--- src/rtl/sram_vec_add_engine_if.sv ---
// sram_vec_add_engine_if: host handshake plus 2R/1W SRAM bus of the vector-add engine
interface sram_vec_add_engine_if #(
  parameter int SIZE  = 16,
  parameter int WIDTH = 4
);
  localparam int ADDR_WIDTH = $clog2(SIZE);
  logic                  i_start;
  logic                  i_hold;
  logic [ADDR_WIDTH-1:0] i_base_a;
  logic [ADDR_WIDTH-1:0] i_base_b;
  logic [ADDR_WIDTH-1:0] i_base_c;
  logic [ADDR_WIDTH:0]   i_len;
  logic                  o_busy;
  logic                  o_done;
  logic                  o_overflow;
  logic                  o_mem_en;
  logic                  o_mem_r1;
  logic                  o_mem_r2;
  logic                  o_mem_w;
  logic [ADDR_WIDTH-1:0] o_mem_r1_addr;
  logic [ADDR_WIDTH-1:0] o_mem_r2_addr;
  logic [ADDR_WIDTH-1:0] o_mem_w_addr;
  logic [WIDTH-1:0]      o_mem_wdata;
  logic [WIDTH-1:0]      i_mem_rdata1;
  logic [WIDTH-1:0]      i_mem_rdata2;
  modport master (
    output i_start, i_hold, i_base_a, i_base_b, i_base_c, i_len, i_mem_rdata1, i_mem_rdata2,
    input  o_busy, o_done, o_overflow, o_mem_en, o_mem_r1, o_mem_r2, o_mem_w,
    input  o_mem_r1_addr, o_mem_r2_addr, o_mem_w_addr, o_mem_wdata
  );
  modport slave (
    input  i_start, i_hold, i_base_a, i_base_b, i_base_c, i_len, i_mem_rdata1, i_mem_rdata2,
    output o_busy, o_done, o_overflow, o_mem_en, o_mem_r1, o_mem_r2, o_mem_w,
    output o_mem_r1_addr, o_mem_r2_addr, o_mem_w_addr, o_mem_wdata
  );
endinterface

--- src/rtl/sram_vec_add_engine.sv ---
// sram_vec_add_engine: streams C[i] = A[i] + B[i] through a 2R/1W synchronous SRAM
module sram_vec_add_engine #(
  parameter int SIZE  = 16,
  parameter int WIDTH = 4
) (
  input logic                  clk,
  input logic                  rst,
  sram_vec_add_engine_if.slave bus
);
  localparam int ADDR_WIDTH = $clog2(SIZE);
  typedef enum logic [1:0] {IDLE, RUN, DRAIN, DONE} state_t;
  state_t                r_state;
  state_t                w_next;
  logic [ADDR_WIDTH-1:0] r_base_a;
  logic [ADDR_WIDTH-1:0] r_base_b;
  logic [ADDR_WIDTH-1:0] r_base_c;
  logic [ADDR_WIDTH:0]   r_len;
  logic [ADDR_WIDTH:0]   r_rd_idx;
  logic                  r_overflow;
  logic                  w_accept;
  logic                  w_adv;
  logic                  w_last;
  logic                  w_wr;
  logic [ADDR_WIDTH:0]   w_wr_idx;
  logic [WIDTH:0]        w_sum;
  // The element written in a cycle is always the one read in the previous active cycle,
  // so the write index is derived from the read index instead of being stored.
  assign w_accept = r_state == IDLE && bus.i_start;
  assign w_adv    = (r_state == RUN || r_state == DRAIN) && !bus.i_hold && !rst;
  assign w_last   = r_rd_idx == r_len - (ADDR_WIDTH+1)'(1);
  assign w_wr_idx = r_rd_idx - (ADDR_WIDTH+1)'(1);
  assign w_wr     = w_adv && (r_state == DRAIN || r_rd_idx != '0);
  assign w_sum    = {1'b0, bus.i_mem_rdata1} + {1'b0, bus.i_mem_rdata2};
  // State register
  always_ff @(posedge clk)
    r_state <= rst ? IDLE : w_next;
  // Next-state logic; hold freezes RUN and DRAIN
  always_comb begin
    w_next = r_state == IDLE  ? (bus.i_start ? (bus.i_len != '0 ? RUN : DONE) : IDLE) :
             r_state == RUN   ? (w_adv && w_last ? DRAIN : RUN) :
             r_state == DRAIN ? (w_adv ? DONE : DRAIN) : IDLE;
  end
  // Outputs; gated by rst so a reset cycle never issues a strobe or a partial write
  always_comb begin
    bus.o_busy        = !rst && (r_state == RUN || r_state == DRAIN);
    bus.o_done        = !rst && r_state == DONE;
    bus.o_overflow    = !rst && r_overflow;
    bus.o_mem_en      = w_adv;
    bus.o_mem_r1      = w_adv && r_state == RUN;
    bus.o_mem_r2      = w_adv && r_state == RUN;
    bus.o_mem_w       = w_wr;
    bus.o_mem_r1_addr = r_base_a + r_rd_idx[ADDR_WIDTH-1:0];
    bus.o_mem_r2_addr = r_base_b + r_rd_idx[ADDR_WIDTH-1:0];
    bus.o_mem_w_addr  = r_base_c + w_wr_idx[ADDR_WIDTH-1:0];
    bus.o_mem_wdata   = w_sum[WIDTH-1:0];
  end
  // Operand latching, read index advance and sticky carry-out accumulation
  always_ff @(posedge clk) begin
    if (rst) begin
      r_base_a   <= '0;
      r_base_b   <= '0;
      r_base_c   <= '0;
      r_len      <= '0;
      r_rd_idx   <= '0;
      r_overflow <= 1'b0;
    end else if (w_accept) begin
      r_base_a   <= bus.i_base_a;
      r_base_b   <= bus.i_base_b;
      r_base_c   <= bus.i_base_c;
      r_len      <= bus.i_len;
      r_rd_idx   <= '0;
      r_overflow <= 1'b0;
    end else begin
      if (w_adv && r_state == RUN) r_rd_idx <= r_rd_idx + (ADDR_WIDTH+1)'(1);
      if (w_wr && w_sum[WIDTH]) r_overflow <= 1'b1;
    end
  end
endmodule

--- src/flat_wrapper.sv ---
// flat-port wrapper written by rule: the top's interface ports become plain ports
module sram_vec_add_engine_flat 
#(
  parameter int SIZE  = 16,
  parameter int WIDTH = 4
)
  (clk, rst, bus_i_start, bus_i_hold, bus_i_base_a, bus_i_base_b, bus_i_base_c, bus_i_len, bus_i_mem_rdata1, bus_i_mem_rdata2, bus_o_busy, bus_o_done, bus_o_overflow, bus_o_mem_en, bus_o_mem_r1, bus_o_mem_r2, bus_o_mem_w, bus_o_mem_r1_addr, bus_o_mem_r2_addr, bus_o_mem_w_addr, bus_o_mem_wdata);
  sram_vec_add_engine_if #(.SIZE(SIZE), .WIDTH(WIDTH)) bus_i ();
  input logic clk;
  input logic rst;
  input wire logic [$bits(bus_i.i_start)-1:0] bus_i_start;
  input wire logic [$bits(bus_i.i_hold)-1:0] bus_i_hold;
  input wire logic [$bits(bus_i.i_base_a)-1:0] bus_i_base_a;
  input wire logic [$bits(bus_i.i_base_b)-1:0] bus_i_base_b;
  input wire logic [$bits(bus_i.i_base_c)-1:0] bus_i_base_c;
  input wire logic [$bits(bus_i.i_len)-1:0] bus_i_len;
  input wire logic [$bits(bus_i.i_mem_rdata1)-1:0] bus_i_mem_rdata1;
  input wire logic [$bits(bus_i.i_mem_rdata2)-1:0] bus_i_mem_rdata2;
  output wire logic [$bits(bus_i.o_busy)-1:0] bus_o_busy;
  output wire logic [$bits(bus_i.o_done)-1:0] bus_o_done;
  output wire logic [$bits(bus_i.o_overflow)-1:0] bus_o_overflow;
  output wire logic [$bits(bus_i.o_mem_en)-1:0] bus_o_mem_en;
  output wire logic [$bits(bus_i.o_mem_r1)-1:0] bus_o_mem_r1;
  output wire logic [$bits(bus_i.o_mem_r2)-1:0] bus_o_mem_r2;
  output wire logic [$bits(bus_i.o_mem_w)-1:0] bus_o_mem_w;
  output wire logic [$bits(bus_i.o_mem_r1_addr)-1:0] bus_o_mem_r1_addr;
  output wire logic [$bits(bus_i.o_mem_r2_addr)-1:0] bus_o_mem_r2_addr;
  output wire logic [$bits(bus_i.o_mem_w_addr)-1:0] bus_o_mem_w_addr;
  output wire logic [$bits(bus_i.o_mem_wdata)-1:0] bus_o_mem_wdata;
  assign bus_i.i_start = bus_i_start;
  assign bus_i.i_hold = bus_i_hold;
  assign bus_i.i_base_a = bus_i_base_a;
  assign bus_i.i_base_b = bus_i_base_b;
  assign bus_i.i_base_c = bus_i_base_c;
  assign bus_i.i_len = bus_i_len;
  assign bus_i.i_mem_rdata1 = bus_i_mem_rdata1;
  assign bus_i.i_mem_rdata2 = bus_i_mem_rdata2;
  assign bus_o_busy = bus_i.o_busy;
  assign bus_o_done = bus_i.o_done;
  assign bus_o_overflow = bus_i.o_overflow;
  assign bus_o_mem_en = bus_i.o_mem_en;
  assign bus_o_mem_r1 = bus_i.o_mem_r1;
  assign bus_o_mem_r2 = bus_i.o_mem_r2;
  assign bus_o_mem_w = bus_i.o_mem_w;
  assign bus_o_mem_r1_addr = bus_i.o_mem_r1_addr;
  assign bus_o_mem_r2_addr = bus_i.o_mem_r2_addr;
  assign bus_o_mem_w_addr = bus_i.o_mem_w_addr;
  assign bus_o_mem_wdata = bus_i.o_mem_wdata;
  sram_vec_add_engine #(.SIZE(SIZE), .WIDTH(WIDTH)) u_core (.clk(clk), .rst(rst), .bus(bus_i));
endmodule
--- config.mk ---
export PLATFORM = sky130hd
export DESIGN_NAME = sram_vec_add_engine_flat
export DESIGN_NICKNAME = d
export VERILOG_FILES = /design/src/rtl/sram_vec_add_engine_if.sv /design/src/rtl/sram_vec_add_engine.sv /design/src/flat_wrapper.sv
export SDC_FILE = /design/constraint.sdc
export NUM_CORES = 1
export LEC_CHECK = 0
export ABC_AREA = 1
export CORE_ASPECT_RATIO = 0.9
export CORE_UTILIZATION = 47
export DETAILED_ROUTE_END_ITERATION = 12
export GPL_ROUTABILITY_DRIVEN = 1
export PLACE_DENSITY = 0.8
export SETUP_SLACK_MARGIN = 0.5
export SYNTH_ARGS = -nofsm -noshare
export SYNTH_HDL_FRONTEND = slang
export SYNTH_SLANG_ARGS = --single-unit
export TNS_END_PERCENT = 30
--- constraint.sdc ---
create_clock -name clk -period 2.03 [get_ports clk]
set_input_delay 0.203 -clock clk [delete_from_list [all_inputs] [get_ports clk]]
set_output_delay 0.203 -clock clk [all_outputs]
set_load 0.05 [all_outputs]
==> results.sh, run 1 <==
export IMPL_overflow=0
export IMPL_hp_start="bus_i_base_b[3]"
export IMPL_relSlewSlack=0.629
export IMPL_crit_family="adder cells"
export IMPL_crit_type="reg2out"
export IMPL_critPathBufInv=4
export IMPL_grt_max_degree=24
export IMPL_drt_initial_drc_count=186
export IMPL_powerDensity_nw_per_um2=543
export IMPL_clock_skew_ns=0.00694
export IMPL_first_global_vias=1811
export IMPL_start_kind="flip-flop"
export IMPL_critPathSlowestCell="fa_2"
export IMPL_layout_drive_gt1_share=0.397
export IMPL_wl_per_cell_microns=18.4
export IMPL_rsz0062_at_grt="yes"
export IMPL_cp_cell_sequence="inv_1 > ha_2 > inv_2 > ha_4 > inv_2 > fa_2 > xnor2_4 > xnor2_4 > buf_12"
export IMPL_placed_area_sq_um=2620
export IMPL_required_ns=1.83
export IMPL_syn_area_per_cell_sq_um=7.43
export IMPL_rows=20
export IMPL_clkLatencyLatePin_ns=0.28
export IMPL_drcViolationCount=0
export IMPL_diodes=0
export IMPL_violations="setup timing"
export IMPL_yosys_area_top_type_share=0.292
export IMPL_synth_most_common_cell="nand2_1"
export IMPL_routed_wl_microns=6320
export IMPL_start_util=0.501
export IMPL_first_pass_iters=5
export IMPL_io_buffer_count=51
export IMPL_worst_pin_slew_ns=0.553
export IMPL_synth_top_cell_by_area="dfxtp_1"
export IMPL_synthesis_area_sq_um=1720
export IMPL_antenna_found_initial=0
export IMPL_synth_seq_area_share=0.292
export IMPL_cts_made_buffers=3
export IMPL_clockBufferDepth=2
export IMPL_ys_flop_type="dfxtp_1"
export IMPL_dp_hpwl_microns=3240
export IMPL_power_mw=1.64
export IMPL_dp_slack_ns=-0.0137
export IMPL_detail_route_antenna_nets=0
export IMPL_grt_first_pass_wirelength_microns=8680
export IMPL_ys_top_cells_by_count="49 x nand2_1, 41 x inv_1, 25 x dfxtp_1"
export IMPL_cts_tree="built"
export IMPL_crit_reg2reg_launch="u_core.r_state[0]$_SDFF_PP0_"
export IMPL_die_h_microns=59.3
export IMPL_fp_coreArea_sq_um=3430
export IMPL_r2r_setup_slack_ns=0.05
export IMPL_die_x_microns=65.7
export IMPL_fmax_mhz=450
export IMPL_setup_viol=2
export IMPL_clock_sinks=25
export IMPL_path_clk_slew_ns=0.10
export IMPL_maxSlewViolCount=0
export IMPL_root_buffer="clkbuf_8"
export IMPL_period_share=1.09
export IMPL_worstPathMaxFanout=2
export IMPL_ys_ff_latch=25
export IMPL_synthCells=231
export IMPL_maxCapViolCount=0
export IMPL_area_growth_pct=75.4
export IMPL_synth_nets=285
export IMPL_ys_warn_count=0
export IMPL_status="finished, violations left"
export IMPL_vdd_drop_max_v=0.000437
export IMPL_r2r_end="u_core.r_state[1]$_SDFF_PP0_"
export IMPL_fin_crit_ns=2.22
export IMPL_hold_depth=3
export IMPL_max_stage_delay_ns=0.37
export IMPL_htreeDepth=1
export IMPL_ys_types=25
export IMPL_layout_nets=355
export IMPL_cts_hold_buf=0
export IMPL_vias=1980
export IMPL_hold_end="u_core.r_base_b[3]$_SDFFE_PP0P_"
export IMPL_grtUsageTotal=0.302
export IMPL_globalplace_congestion=0.845
export IMPL_fp_dieArea_sq_um=3900
export IMPL_async_reset_ff_frac=0
export IMPL_setup_ws_ns=-0.192
export IMPL_p_leak_nw=1.30
export IMPL_ioPinCount=52
export IMPL_avgViaCountPerCell=5.76
export IMPL_hp_class="in2reg"
export IMPL_r2r_cells=10
export IMPL_synthTopCellsByArea="dfxtp_1 29%, ha_1 15%, nand2_1 11%"
export IMPL_finish_instance_area_sq_um=3010
export IMPL_hold_viol=0
export IMPL_synth_edf_count=0
export IMPL_worst_setup_path_end_kind="primary output"
export IMPL_cp_data_arrival_time_ns=2.02
==> tightest hold or removal path, stage by stage <==
cell             delay (ns)
clkdlybuf4s50_1        0.39
nand2_1                0.06
a21oi_1                0.05
==> worst max-delay path by stage <==
stage / end / cells after the start / slack, ns / startpoint
finish: bus_o_mem_w_addr[3] / 9 / -0.19 / u_core.r_rd_idx[0]$_SDFFE_PP0P_
global placement: bus_o_mem_w_addr[3] / 9 / 0.05 / u_core.r_rd_idx[1]$_SDFFE_PP0P_
CTS: bus_o_mem_w_addr[3] / 9 / -0.15 / u_core.r_rd_idx[1]$_SDFFE_PP0P_
global route: bus_o_mem_w_addr[3] / 9 / -0.27 / u_core.r_rd_idx[0]$_SDFFE_PP0P_
floorplan: u_core.r_rd_idx[4]$_SDFFE_PP0P_ / 10 / 0.02 / u_core.r_state[0]$_SDFF_PP0_
detailed placement: bus_o_mem_w_addr[3] / 9 / -0.01 / u_core.r_rd_idx[1]$_SDFFE_PP0P_
==> sequential cells by signal, indices dropped and copies added, names as in the netlist <==
signal	count
u_core.r_base_a	4
u_core.r_base_b	4
u_core.r_overflow	1
u_core.r_rd_idx	5
u_core.r_len	5
u_core.r_state	2
u_core.r_base_c	4
==> timing repair <==
item | in CTS | in global routing
resized for setup | 62 | 14
pin swaps | 35 | 29
endpoints found under the setup margin | 26 | 26
buffers inserted | 5 | 8
==> area by class of cell <==
class	count	area [sq um]
Sequential cell	25	510
Clock inverter	1	7.51
Timing Repair Buffer	72	852
Fill cell	152	417
Inverter	42	178
Clock buffer	3	41.3
Multi-Input combinational cell	157	1370
Tap cell	44	55.1
==> routing by layer <==
layer / up-vias / global-route usage / part of all wire
met5: - / 0 / 0
met3: 53 / 0.0712 / 0.078
met2: 139 / 0.522 / 0.48
met4: 0 / 0.171 / 0.079
met1: 918 / 0.341 / 0.36
li1: 870 / - / -
==> report_power, final <==
group,switching (mW),internal (mW),total [mW]
registers,0.0247,0.518,0.543
logic,0.411,0.357,0.767
clock network,0.185,0.140,0.325
==> cells by family after synthesis <==
family,share of synthesized area
AO/OA/AOI/OAI,0.118
XOR/XNOR,0.0612
adder cells (fa/ha/maj),0.200
buffers and inverters,0.111
flip-flops,0.292
AND/OR/NAND/NOR,0.219
==> per-stage QoR <==
step                       util  instances  setup TNS [ns]  hold WS, ns
after global placement    0.764        327               0        0.444
after CTS                 0.842        336          -0.148        0.477
after global routing      0.878        344          -0.507        0.476
after detailed placement  0.764        327         -0.0137        0.464
after floorplan               -        231               0        0.281
final                     0.878        344          -0.204        0.462
==> placed cells by master (no fill, tap or decap), drive strengths merged <==
cell / instances
nand2: 50
buf: 46
inv: 42
dfxtp: 25
clkdlybuf4s50: 22
ha: 21
nor2: 20
a21oi: 19
xnor2: 11
a211oi: 10
nand3: 10
o21ai: 5
fa: 4
dlygate4sd2: 4
clkbuf: 3
nor3: 3
nor4: 2
xor2: 1
o21a: 1
clkinvlp: 1
No activity file was read; power rests on OpenSTA's default activity.
==> inputs of run 2 (changes only) <==
Settings changed: CORE_UTILIZATION 47 to 42, PLACE_DENSITY 0.8 to 0.76.
Clock period 2.03 ns to 1.9 ns, I/O delays scaled along.
==> results.sh, run 2 (synthesis gave the netlist of run 1 again) <==
export IMPL_wl_per_cell_microns=18.2
export IMPL_hp_class="in2reg"
export IMPL_maxSlewViolCount=0
export IMPL_start_kind="flip-flop"
export IMPL_setup_ws_ns=-0.320
export IMPL_clkLatencyLatePin_ns=0.27
export IMPL_finish_instance_area_sq_um=3240
export IMPL_final_cell_mix="44 x nand2_1, 23 x inv_1, 21 x buf_12, 21 x buf_4"
export IMPL_violations="setup timing"
export IMPL_relSlewSlack=0.639
export IMPL_area_growth_pct=88.8
export IMPL_first_pass_iters=4
export IMPL_avgViaCountPerCell=5.39
export IMPL_cts_tree="built"
export IMPL_placed_area_sq_um=2680
export IMPL_status="finished, violations left"
export IMPL_path_clk_slew_ns=0.09
export IMPL_hold_viol=0
export IMPL_critPathBufInv=4
export IMPL_max_stage_delay_ns=0.38
export IMPL_crit_type="reg2out"
export IMPL_drt_initial_drc_count=214
export IMPL_cts_made_buffers=3
export IMPL_dp_slack_ns=-0.100
export IMPL_dp_hpwl_microns=3300
export IMPL_cts_hold_buf=0
export IMPL_root_buffer="clkbuf_8"
export IMPL_antenna_found_initial=0
export IMPL_detail_route_antenna_nets=0
export IMPL_powerDensity_nw_per_um2=549
export IMPL_fin_util=0.851
export IMPL_htreeDepth=1
export IMPL_cp_cell_sequence="inv_6 > ha_4 > inv_2 > ha_4 > inv_2 > fa_2 > xnor2_4 > xnor2_4 > buf_12"
export IMPL_final_common_cell="nand2_1"
export IMPL_clock_skew_ns=0.00101
export IMPL_layout_nets=364
export IMPL_grtUsageTotal=0.267
export IMPL_first_global_vias=1869
export IMPL_fmax_mhz=450
export IMPL_fin_crit_ns=2.22
export IMPL_grt_first_pass_wirelength_microns=9070
export IMPL_fp_dieArea_sq_um=4350
export IMPL_overflow=0
export IMPL_worst_pin_slew_ns=0.538
export IMPL_setup_viol=8
export IMPL_power_mw=1.78
export IMPL_fp_coreArea_sq_um=3810
export IMPL_p_leak_nw=1.38
export IMPL_die_x_microns=69.4
export IMPL_layout_drive_gt1_share=0.453
export IMPL_period_share=1.17
export IMPL_vdd_drop_max_v=0.000535
export IMPL_maxCapViolCount=0
export IMPL_clockBufferDepth=2
export IMPL_critPathSlowestCell="dfxtp_4"
export IMPL_crit_family="adder cells"
export IMPL_worstPathMaxFanout=2
export IMPL_die_h_microns=62.7
export IMPL_clock_sinks=25
export IMPL_globalplace_congestion=0.802
export IMPL_rsz0062_at_grt="yes"
export IMPL_routed_wl_microns=6450
export IMPL_setup_tns_final_ns=-0.603
export IMPL_rows=21
export IMPL_start_util=0.451
export IMPL_diodes=0
export IMPL_worst_setup_path_end_kind="primary output"
export IMPL_vias=1912
export IMPL_reg_top3="u_core.r_len: 5 flops, u_core.r_rd_idx: 5 flops"
export IMPL_fillers=187
export IMPL_cp_data_arrival_time_ns=2.03
export IMPL_grt_max_degree=24
export IMPL_io_buffer_count=51
export IMPL_ioPinCount=52
export IMPL_required_ns=1.71
export IMPL_drcViolationCount=0
## run 2: cell types whose count changed in the layout (fill, tap and decap cells not counted), moves of 3 or more
cell / delta
inv_2: +3
ha_4: +3
dlygate4sd2_1: -3
inv_1: -3
buf_8: +4
buf_6: +4
clkdlybuf4s50_1: -3
## run 2: per-stage QoR
stage	hold WS, ns	cells
floorplan	0.268	231
global placement	0.445	331
detailed placement	0.450	331
CTS	0.462	344
global route	0.481	355
finish	0.462	355
## run 2: metal layers
| layer | vias to the layer above | global-route usage | part of all wire | routed length (microns) |
|---|---|---|---|---|
| li1 | 887 | - | - | - |
| met1 | 881 | 0.315 | 0.39 | 2500 |
| met2 | 109 | 0.471 | 0.50 | 3200 |
| met3 | 35 | 0.0468 | 0.060 | 389 |
| met4 | 0 | 0.122 | 0.056 | 360 |
| met5 | - | 0 | 0 | 0 |
## run 2: worst reg2reg max path: cells and delay by family, from the launching register on
family / cells / cell delay (ns)
AND/OR/NAND/NOR: 6 / 0.58
flip-flops: 1 / 0.36
adder cells (fa/ha/maj): 1 / 0.26
buffers and inverters: 3 / 0.25
AO/OA/AOI/OAI: 2 / 0.23
## run 2: power by group
group,total (mW),internal [mW],switching [mW]
logic,0.869,0.414,0.454
registers,0.578,0.552,0.0258
clock network,0.333,0.151,0.183
## run 2: final timing paths
| kind | startpoint | to | slack, ns | depth (start not counted) |
|---|---|---|---|---|
| min | bus_i_base_b[0] | u_core.r_base_b[0]$_SDFFE_PP0P_ | 0.46 | 3 |
| min reg2reg | u_core.r_base_c[2]$_SDFFE_PP0P_ | u_core.r_base_c[2]$_SDFFE_PP0P_ | 0.49 | 2 |
| max reg2reg | u_core.r_state[0]$_SDFF_PP0_ | u_core.r_state[0]$_SDFF_PP0_ | 0.10 | 12 |
| max | u_core.r_rd_idx[1]$_SDFFE_PP0P_ | bus_o_mem_w_addr[3] | -0.32 | 9 |
## run 2: repair_timing
action / 4_1_cts / 5_1_grt
setup endpoints to repair: 29 / 30
cloned: 0 / 0
buffers inserted: 9 / 11
gates resized for setup: 79 / 32
pin swaps: 41 / 30
## run 2: final cells by class
cell class                      count  area [sq um]  share of cell area
Sequential cell                    25           513               0.158
Clock buffer                        4          45.0              0.0139
Inverter                           42           178              0.0548
Tap cell                           46          57.6              0.0178
Timing Repair Buffer               81           988               0.305
Multi-Input combinational cell    157          1460               0.450
